[src/rtl/asymmetric_fifo_n2w.sv]
// Narrow-to-wide FWFT FIFO: packs RATIO bytes per wide word, first byte in the LSB lane.
// Optional sticky error flag for illegal push/pop enabled by ASYMMETRIC_FIFO_N2W_ERR_EN.
module asymmetric_fifo_n2w #(
  parameter int NW        = 8,
  parameter int RATIO     = 8,
  parameter int DEPTH     = 8,
  parameter int CW        = 8,
  parameter int AF_MARGIN = 8
) (
  input  logic                clk,
  input  logic                rst,
  input  logic                push,
  input  logic                pop,
  input  logic [NW-1:0]       d,
  output logic [NW*RATIO-1:0] q,
  output logic                full,
  output logic                empty,
  output logic [CW-1:0]       count,
  output logic                almost_empty,
  output logic                almost_full
`ifdef ASYMMETRIC_FIFO_N2W_ERR_EN
  ,
  output logic                err
`endif
);

  localparam int CAP = DEPTH * RATIO;
  localparam int AW  = $clog2(CAP);
  localparam int RW  = $clog2(DEPTH);

  logic [NW-1:0] mem [CAP];
  logic [AW-1:0] wp;
  logic [RW-1:0] rp;
  logic          push_ok;
  logic          pop_ok;

  assign full         = (count == CW'(CAP));
  assign empty        = (count <  CW'(RATIO));
  assign almost_empty = (count <  CW'(2 * RATIO));
  assign almost_full  = (count >= CW'(CAP - AF_MARGIN));

  assign push_ok = push && !full;
  assign pop_ok  = pop && !empty;

  // The oldest word is read straight out of storage so q is valid as soon as empty drops.
  always_comb begin
    q = '0;
    for (int i = 0; i < RATIO; i++) begin
      q[i*NW +: NW] = mem[AW'(rp) * AW'(RATIO) + AW'(i)];
    end
  end

  always_ff @(posedge clk) begin
    if (push_ok) begin
      mem[wp] <= d;
    end
  end

  always_ff @(posedge clk) begin
    if (rst) begin
      wp    <= '0;
      rp    <= '0;
      count <= '0;
    end else begin
      if (push_ok) wp <= wp + 1'b1;
      if (pop_ok)  rp <= rp + 1'b1;
      count <= count + CW'(push_ok) - (pop_ok ? CW'(RATIO) : CW'(0));
    end
  end

`ifdef ASYMMETRIC_FIFO_N2W_ERR_EN
  always_ff @(posedge clk) begin
    if (rst) begin
      err <= 1'b0;
    end else if ((push && full) || (pop && empty)) begin
      err <= 1'b1;
    end
  end
`endif

endmodule
[config.mk]
export PLATFORM = sky130hd
export DESIGN_NAME = asymmetric_fifo_n2w
export DESIGN_NICKNAME = d
export VERILOG_FILES = /design/src/rtl/asymmetric_fifo_n2w.sv
export SDC_FILE = /design/constraint.sdc
export NUM_CORES = 1
export LEC_CHECK = 0
export ABC_AREA = 1
export CAP_MARGIN = 20
export CELL_PAD_IN_SITES_DETAIL_PLACEMENT = 1
export CELL_PAD_IN_SITES_GLOBAL_PLACEMENT = 1
export CORE_ASPECT_RATIO = 1.2
export CORE_UTILIZATION = 56
export CTS_CLUSTER_DIAMETER = 30
export DETAILED_ROUTE_END_ITERATION = 16
export DONT_BUFFER_PORTS = 1
export GPL_TIMING_DRIVEN = 0
export MAX_ROUTING_LAYER = met4
export PLACE_DENSITY = 0.82
export SYNTH_ARGS = -nofsm -noshare
export SYNTH_HDL_FRONTEND = slang
export SYNTH_SLANG_ARGS = --single-unit
[constraint.sdc]
create_clock -name clk -period 4.45 [get_ports clk]
set_clock_uncertainty 0.15 [all_clocks]
set_input_delay 0.6675 -clock clk [delete_from_list [all_inputs] [get_ports clk]]
set_output_delay 0.6675 -clock clk [all_outputs]
set_load 0.005 [all_outputs]
======== Word level (Yosys, flattened, before mapping) ========
Memories as Yosys holds them, arrays and structs flattened. A register that Yosys moved wholly into a read port is not among the register bits.
Index checks and enable logic that the tools add are counted.
word-level totals
  flip-flop bits (word level) ............. 17
  memory bits (writable) .................. 512
  input bits .............................. 12
  output and inout bits ................... 76
  word-level logic and storage cells ...... 28
  memories ................................ 1
cells by class
  $add $sub $neg .......................... 11
  magnitude comparators ................... 3
  equal/unequal tests ..................... 1
  muxes and demuxes ....................... 5
  reductions and logical operators ........ 4
memory list
  name  words  width  rd ports  clocked after memory_dff  write ports  line  source
  mem   64     8      8         1                         1            31    logic [NW-1:0] mem [CAP];
operator list
  kind                   number
  $add A6 B3 Y6 const B  4
  $add A6 B1 Y6 const B  2
  $add A6 B2 Y6 const B  2
  $mux W6                2
  $add A8 B1 Y8          1
  $eq A8 B7 Y1 const B   1
  $ge A8 B6 Y1 const B   1
  $lt A8 B4 Y1 const B   1
  $lt A8 B5 Y1 const B   1
  $sub A8 B4 Y8          1
  $mux W4                1
  $add A3 B1 Y3 const B  1
  $logic_and A1 B1 Y1    2
  $logic_not A1 Y1       2
  $mux W1                2

======== Logic depth before layout (Yosys ltp) ========
Gate-level depths: netlist of the first run.
  depth in word-level cells ............... 5
  mapped depth ............................ 18

======== Least setup slack after synthesis of the first run ========
No wires, ideal clock.
  path type ............................... register to register
  from .................................... register count[4]
  to ...................................... register count[4]
  library setup time ...................... 113 ps
  data arrival time ....................... 2118 ps
  data required time ...................... 4187 ps
  setup slack ............................. 2069 ps
  stages on the path, launching flop included .. 13
  buffers on the path ..................... 0
  cells stage by stage .................... dfxtp_1 -> inv_1 -> ha_1 -> inv_1 -> o21ai_0 -> nand2_1 -> nand2_1 -> ha_1 -> ha_1 -> or2_2 -> and2_1 -> nor2_1 -> nor2_1
between the ends
  cells in the longest elaborated chain, start to end .. 5
  elaborated cells between the ends (all ways) .. 9
  classes of those cells .................. 2 x add/sub; 1 x order compare; 1 x eq/ne; 1 x mux; 4 x reduce/logical
RTL lines
  what                                           line    source
  start, declared                                18      output logic [CW-1:0] count,
  start signal, assigned                         67      count <= count + CW'(push_ok) - (pop_ok ? CW'(RATIO) : CW'(0));
  $eq A8 B7 Y1 or $lt A8 B4 Y1 (tied branches)   37, 38
  $logic_not A1 Y1, on equally long branches     42, 43
  $logic_and A1 B1 Y1, on equally long branches  42, 43
  $add A8 B1 Y8 or $mux W4 (tied branches)       67
  $sub A8 B4 Y8 *                                67
Every way passes the cells marked *; elsewhere a longest branch is shown, timed or not.
A chain may end at the register's enable or synchronous reset.

======== Final worst setup path of the first run ========
  from .................................... register rp[0]
  to ...................................... output q[51]
between the ends
  cells in the longest elaborated chain, start to end .. 2
RTL lines
  what                    line  source
  start, declared         33    logic [RW-1:0] rp;
  start signal, assigned  66    if (pop_ok) rp <= rp + 1'b1;
  $add A6 B3 Y6           49    q[i*NW +: NW] = mem[AW'(rp) * AW'(RATIO) + AW'(i)];
  $mem_v2 Z64 W8          -
  end, declared           15    output logic [NW*RATIO-1:0] q,
No other way between the ends.

==> results.toml, run 1 <==
[setup_path]
cp.arrival_ns = 2.82
crit_type = "register to output pin"
cp.required_ns = 3.63
critPathMaxFanout = 10
cp-end-kind = "output pin"
cp-start-kind = "register"

[power_and_ir_drop]
power_mw = 15.8
p_leak_nw = 8.71
max-vdd-ir-drop_uv = 537
p_per_area_mw_per_mm2 = 632

[cts]
cts_root_buf = "clkbuf_16"
postCtsHoldBufs = 23
ctsResizeCount = 0
cts_tree = "built"
path_clk_slew_ns = 0.06
cts_setup_buffers = 0
worstSkewPairLatency_ns = 0.62
clock_path_buffers = 3
cts_inserted_buffers = 85
cts_htree_levels = 3
clock_sinks = 532

[floorplan]
io_pins = 88
die_h_um = 215
die_width_um = 180
core_area_sq_mm = 0.0371
start_util_pct = 57.3
num_rows = 77
dieArea_sq_mm = 0.0388

[yosys]
synthesis.area_sq_mm = 0.0213
yosysWarnings = 0
ys_ff_latch = 532
syn_inst = 1714
syn_avg_cell_area_sq_um = 12.4
yosysTopAreaCell = "edfxtp_1"
synth_area_leaders = "edfxtp_1, nor2_1, o21ai_0"
ys_seq_area_share_pct = 74.2
synth_top_area_share_pct = 72.3
syn-num-nets = 1744
synth.distinct_cells = 30

[place]
dp_hpwl_mm = 40.6
place_congestion = 0.828
port-buffer-count = 0

[global_route]
grt_pass1_vias = 17100
grt_pass1_wl_mm = 110
grt_remaining_overflow = 0
grtUsageTotal_pct = 40.2
grt_antenna_before_repair = 5
grt_max_degree = 59

[sta]
setup_tns_ns = 0
slew_violations = 0
worst_pin_slew_ns = 1.14
max_freq_mhz = 275
post-route-min-period_ns = 3.63
post-route-period-util_pct = 81.7
rsz0062_at_grt = "no"
finalHoldViolations = 0
finalSetupViolations = 0
slew_headroom_pct = 23.9

[detailed_routing]
vias = 15800
wire_per_inst_um = 31.4
via_per_inst = 6.65
wl_mm = 74.4
drtAntennaViolNets = 0
drt-initial-drc-count = 1925
drc = 5
drtPass1Iterations = 11

[layout]
seq_area_sq_mm = 0.0158
multi_input_area_sq_mm = 0.00482
fillers = 3491
syn_to_final_growth_pct = 17.5
final_layout_size_suffix_gt1_share_pct = 10.4
nNetsFinal = 1857

[outcome]
violations = "DRC"
status = "finished with violations"

[job]
maxCapViolCount = 0

[hold_path]
min_path_type = "input pin to register"
[metal layers]
| metal | GRT usage, % | vias to the layer above | share of wire (%) |
|---|---|---|---|
| met5 | - | - | 0 |
| met4 | 23.4 | 0 | 5.7 |
| met2 | 67.0 | 1085 | 50 |
| met3 | 8.13 | 312 | 9.7 |
| li1 | - | 6439 | - |
| met1 | 45.2 | 7945 | 34 |
[layout make-up]
cell class                      count  share of cell area (%)
Clock buffer                      100                    8.86
Timing Repair Buffer               26                    1.07
Clock inverter                     56                    2.56
Antenna cell                        2                  0.0200
Sequential cell                   532                    63.1
Inverter                           41                   0.636
Multi-Input combinational cell   1041                    19.3
Buffer                            100                    2.05
Tap cell                          474                    2.37
[cell usage after synthesis (all sizes together)]
cell type and number:
nand4 2, o21ai 261, ha 18, nor2 350
and2 1, nand3 19, o22ai 128, a21boi 1
nor3 2, nor3b 1, dfxtp 20, buf 51
nand3b 1, inv 41, edfxtp 512, clkbuf 49
a21oi 10, xor2 2, nand2 244, or2 1
[layout by cell type (no fill, tap or decap), types with 6 or more instances in the layout]
cell type / Yosys / layout
clkbuf_16: 0 / 86
clkinvlp_4: 0 / 12
nand2_1: 239 / 239
edfxtp_1: 512 / 512
inv_1: 38 / 38
buf_6: 6 / 6
a21oi_1: 10 / 10
clkbuf_1: 48 / 61
dfxtp_1: 20 / 20
o22ai_1: 128 / 128
bufinv_16: 0 / 8
buf_4: 17 / 17
inv_6: 1 / 9
buf_2: 22 / 24
nand3_1: 18 / 18
ha_1: 18 / 18
buf_1: 6 / 6
dlygate4sd3_1: 0 / 23
clkinv_2: 0 / 9
o21ai_0: 211 / 211
o21ai_1: 50 / 50
nor2_1: 350 / 350
clkinv_4: 0 / 6
[where the power goes]
group	internal (mW)	switching [mW]
registers	5.56	0.0861
clock network	4.09	2.57
logic	0.940	2.55
[flip-flops by register name, summed over array words and instances, names as in the netlist, named ones only]
register and count:
mem 512, count 8, wp 6, rp 3
[path summary, 6_finish.rpt]
check	from	end	slack, ns	depth (start not counted)
worst max-delay path	rp[0]	q[51]	0.82	6
worst min-delay path	d[4]	mem[10][4]	0.005	0
worst max register to register	count[4]	mem[21][4]	1.36	10
worst min register to register	wp[4]	wp[4]	0.50	3
[metrics by stage]
| stage | hold slack, ns | utilization (%) | setup WS (ns) | instances | cell area (sq um) |
|---|---|---|---|---|---|
| finish | 0.00547 | 67.4 | 0.816 | 2372 | 25000 |
| global placement | 0.404 | 58.9 | 1.66 | 2188 | 21900 |
| floorplan | 0.369 | - | 2.07 | 1714 | 21300 |
| CTS | 0.000421 | 67.3 | 0.948 | 2369 | 25000 |
| global route | 0.000463 | 67.4 | 0.845 | 2372 | 25000 |
| detailed placement | 0.440 | 59.0 | 1.55 | 2190 | 21900 |
[logic make-up (layout without fill, tap and decap cells)]
kind of cell / count (synthesis) / in the layout / share of synthesized area [%]
adder cells (fa/ha/maj): 18 / 18 / 1.06
flip-flops: 532 / 532 / 74.2
AO/OA/AOI/OAI: 400 / 400 / 10.2
buffers and inverters: 141 / 323 / 3.16
other: 0 / 2 / 0
XOR/XNOR: 2 / 2 / 0.0824
AND/OR/NAND/NOR: 621 / 621 / 11.3
[critical path: stages (launching register included)]
cell	delay [ns]
dfxtp_1	0.38
buf_2	0.38
clkbuf_1	0.54
o21ai_0	0.25
o22ai_1	0.29
nand2_1	0.15
nand2_1	0.17
Note: power is estimated with default switching activity, not from simulation.
==> inputs of run 2 (changes only) <==
--- a/config.mk
+++ b/config.mk
@@ -10,13 +10,13 @@
 export CELL_PAD_IN_SITES_DETAIL_PLACEMENT = 1
 export CELL_PAD_IN_SITES_GLOBAL_PLACEMENT = 1
 export CORE_ASPECT_RATIO = 1.2
-export CORE_UTILIZATION = 56
+export CORE_UTILIZATION = 52
 export CTS_CLUSTER_DIAMETER = 30
 export DETAILED_ROUTE_END_ITERATION = 16
 export DONT_BUFFER_PORTS = 1
 export GPL_TIMING_DRIVEN = 0
 export MAX_ROUTING_LAYER = met4
-export PLACE_DENSITY = 0.82
+export PLACE_DENSITY = 0.77
 export SYNTH_ARGS = -nofsm -noshare
 export SYNTH_HDL_FRONTEND = slang
 export SYNTH_SLANG_ARGS = --single-unit
==> constraint.sdc (replaced) <==
create_clock -name clk -period 3.65 [get_ports clk]
set_clock_uncertainty 0.15 [all_clocks]
set_input_delay 0.5475 -clock clk [delete_from_list [all_inputs] [get_ports clk]]
set_output_delay 0.5475 -clock clk [all_outputs]
set_load 0.005 [all_outputs]
==> results.toml, run 2 (same netlist as run 1, synthesis figures left out) <==
[detailed_routing]
wl_mm = 65.8
vias = 15100
drtPass1Iterations = 7
wire_per_inst_um = 27.1
drt-initial-drc-count = 1616
via_per_inst = 6.21
drc = 0
drtAntennaViolNets = 0

[sta]
finalSetupViolations = 0
max_freq_mhz = 288
post-route-min-period_ns = 3.47
finalHoldViolations = 0
rsz0062_at_grt = "no"
setup_tns_ns = 0
hold_slack_ns = 0.0344
post-route-period-util_pct = 95.1
slew_violations = 0
worst_pin_slew_ns = 1.09
slew_headroom_pct = 27.2

[cts]
cts_root_buf = "clkbuf_16"
ctsResizeCount = 0
clock_sinks = 532
cts_htree_levels = 3
cts_inserted_buffers = 91
worstSkewPairLatency_ns = 0.62
cts_tree = "built"
path_clk_slew_ns = 0.05
clock_path_buffers = 3

[global_route]
grtUsageTotal_pct = 32.7
grt_antenna_before_repair = 0
grt_max_degree = 65
grt_pass1_wl_mm = 98.1
grt_remaining_overflow = 0
grt_pass1_vias = 16200

[setup_path]
r2r_setup_slack_ns = 0.64
crit_path_start = "rp[0]"
crit_type = "register to output pin"
cp.required_ns = 2.95
worstPathCellList = "buf_2 > clkbuf_1 > o21ai_0 > o22ai_1 > nand2_1 > nand2_1"
crit_buf_inv = 2
cp.arrival_ns = 2.77
cp-start-kind = "register"
cp-end-kind = "output pin"
reg2reg_depth = 9
critPathTopFamily = "buffers and inverters"
reg2reg_from = "count[4]"
critPathMaxFanout = 10
max_stage_delay_ns = 0.59
r2r-end = "mem[35][5]"
crit_path_frequent_cell = "nand2_1"
crit_slowest_cell = "clkbuf_1"

[layout]
final_cells = 2430
antenna_cells = 0
final_layout_size_suffix_gt1_share_pct = 11.1
fillers = 3916
multi_input_area_sq_mm = 0.00482
final_common_cell = "edfxtp_1"
final_cell_mix = "edfxtp_1, nor2_1, nand2_1, o21ai_0, o22ai_1"
nNetsFinal = 1850
design_area_sq_mm = 0.0253
top_register = "mem"
syn_to_final_growth_pct = 18.8
largest_reg_flops = 512
top_regs = "mem: 512 flops, count: 8 flops, wp: 6 flops"
seq_area_sq_mm = 0.0158

[floorplan]
die_width_um = 187
dieArea_sq_mm = 0.0417
io_pins = 88
start_util_pct = 53.1
core_area_sq_mm = 0.0400
die_h_um = 224
num_rows = 80

[hold_path]
min_from = "pop"
min_path_cells = 3
min_path_type = "input pin to register"
worstHoldEndpoint = "rp[0]"

[power_and_ir_drop]
max-vdd-ir-drop_uv = 510
p_leak_nw = 8.83
p_per_area_mw_per_mm2 = 773

[job]
maxCapViolCount = 0

[place]
dp_hpwl_mm = 38.4
port-buffer-count = 0
placed_cell_area_sq_mm = 0.0219
place_congestion = 0.835
dp_cells = 2249

[outcome]
status = "completed"
-- run 2: changes by cell type in the layout (fill, tap and decap cells not counted), sizes merged --
cell | before | now
buf | 54 | 61
bufinv | 8 | 11
clkbuf | 149 | 158
clkinv | 25 | 35
clkinvlp | 12 | 9
diode | 2 | 0
dlygate4sd3 | 23 | 3
inv | 52 | 47
-- run 2: layer usage --
metal | part of all wire, % | vias to the layer above | wire length, um | track usage, %
li1 | - | 6423 | - | -
met1 | 37 | 7678 | 24500 | 38.2
met5 | 0 | - | 0 | -
met4 | 3.8 | 0 | 2480 | 15.5
met3 | 7.9 | 182 | 5190 | 5.51
met2 | 51 | 797 | 33600 | 55.3
-- run 2: cell type report --
type	instances	share of cell area [%]
timing repair buffer	13	1.03
sequential	532	62.4
tap	533	2.64
clock buffer	109	9.44
buffer	100	2.03
multi-input combinational	1041	19.1
clock inverter	61	2.71
inverter	41	0.629
-- run 2: power breakdown --
part	switching [mW]	leakage (nW)	total [mW]	internal, mW
clock	3.03	1.47	8.50	5.47
combinational	2.99	2.58	4.14	1.15
sequential	0.0983	4.77	6.89	6.79
-- run 2: per-stage QoR --
step	utilization (%)	setup WS, ns	power, mW
floorplan	-	1.27	9.48
global placement	54.8	0.850	10.7
detailed placement	54.8	0.726	10.9
CTS	63.1	0.308	19.5
global route	63.1	0.184	20.1
finish	63.1	0.180	19.5
-- run 2: what timing repair did --
item,CTS,global route
endpoints found under the hold margin,520,0
buffers inserted,0,0
hold buffers,11,0
-- run 2: worst max-delay path by stage --
stage | to | slack (ns) | cells after the start
after floorplan | count[4] | 1.27 | 12
after global placement | mem[60][1] | 0.85 | 10
after detailed placement | mem[6][4] | 0.73 | 10
after CTS | q[47] | 0.31 | 6
after global routing | q[15] | 0.18 | 6
final | q[15] | 0.18 | 6
-- run 2: worst min-delay path, cell delays in order --
cell	delay (ns)
nand3_1	0.07
nand2_1	0.09
nor2_1	0.05
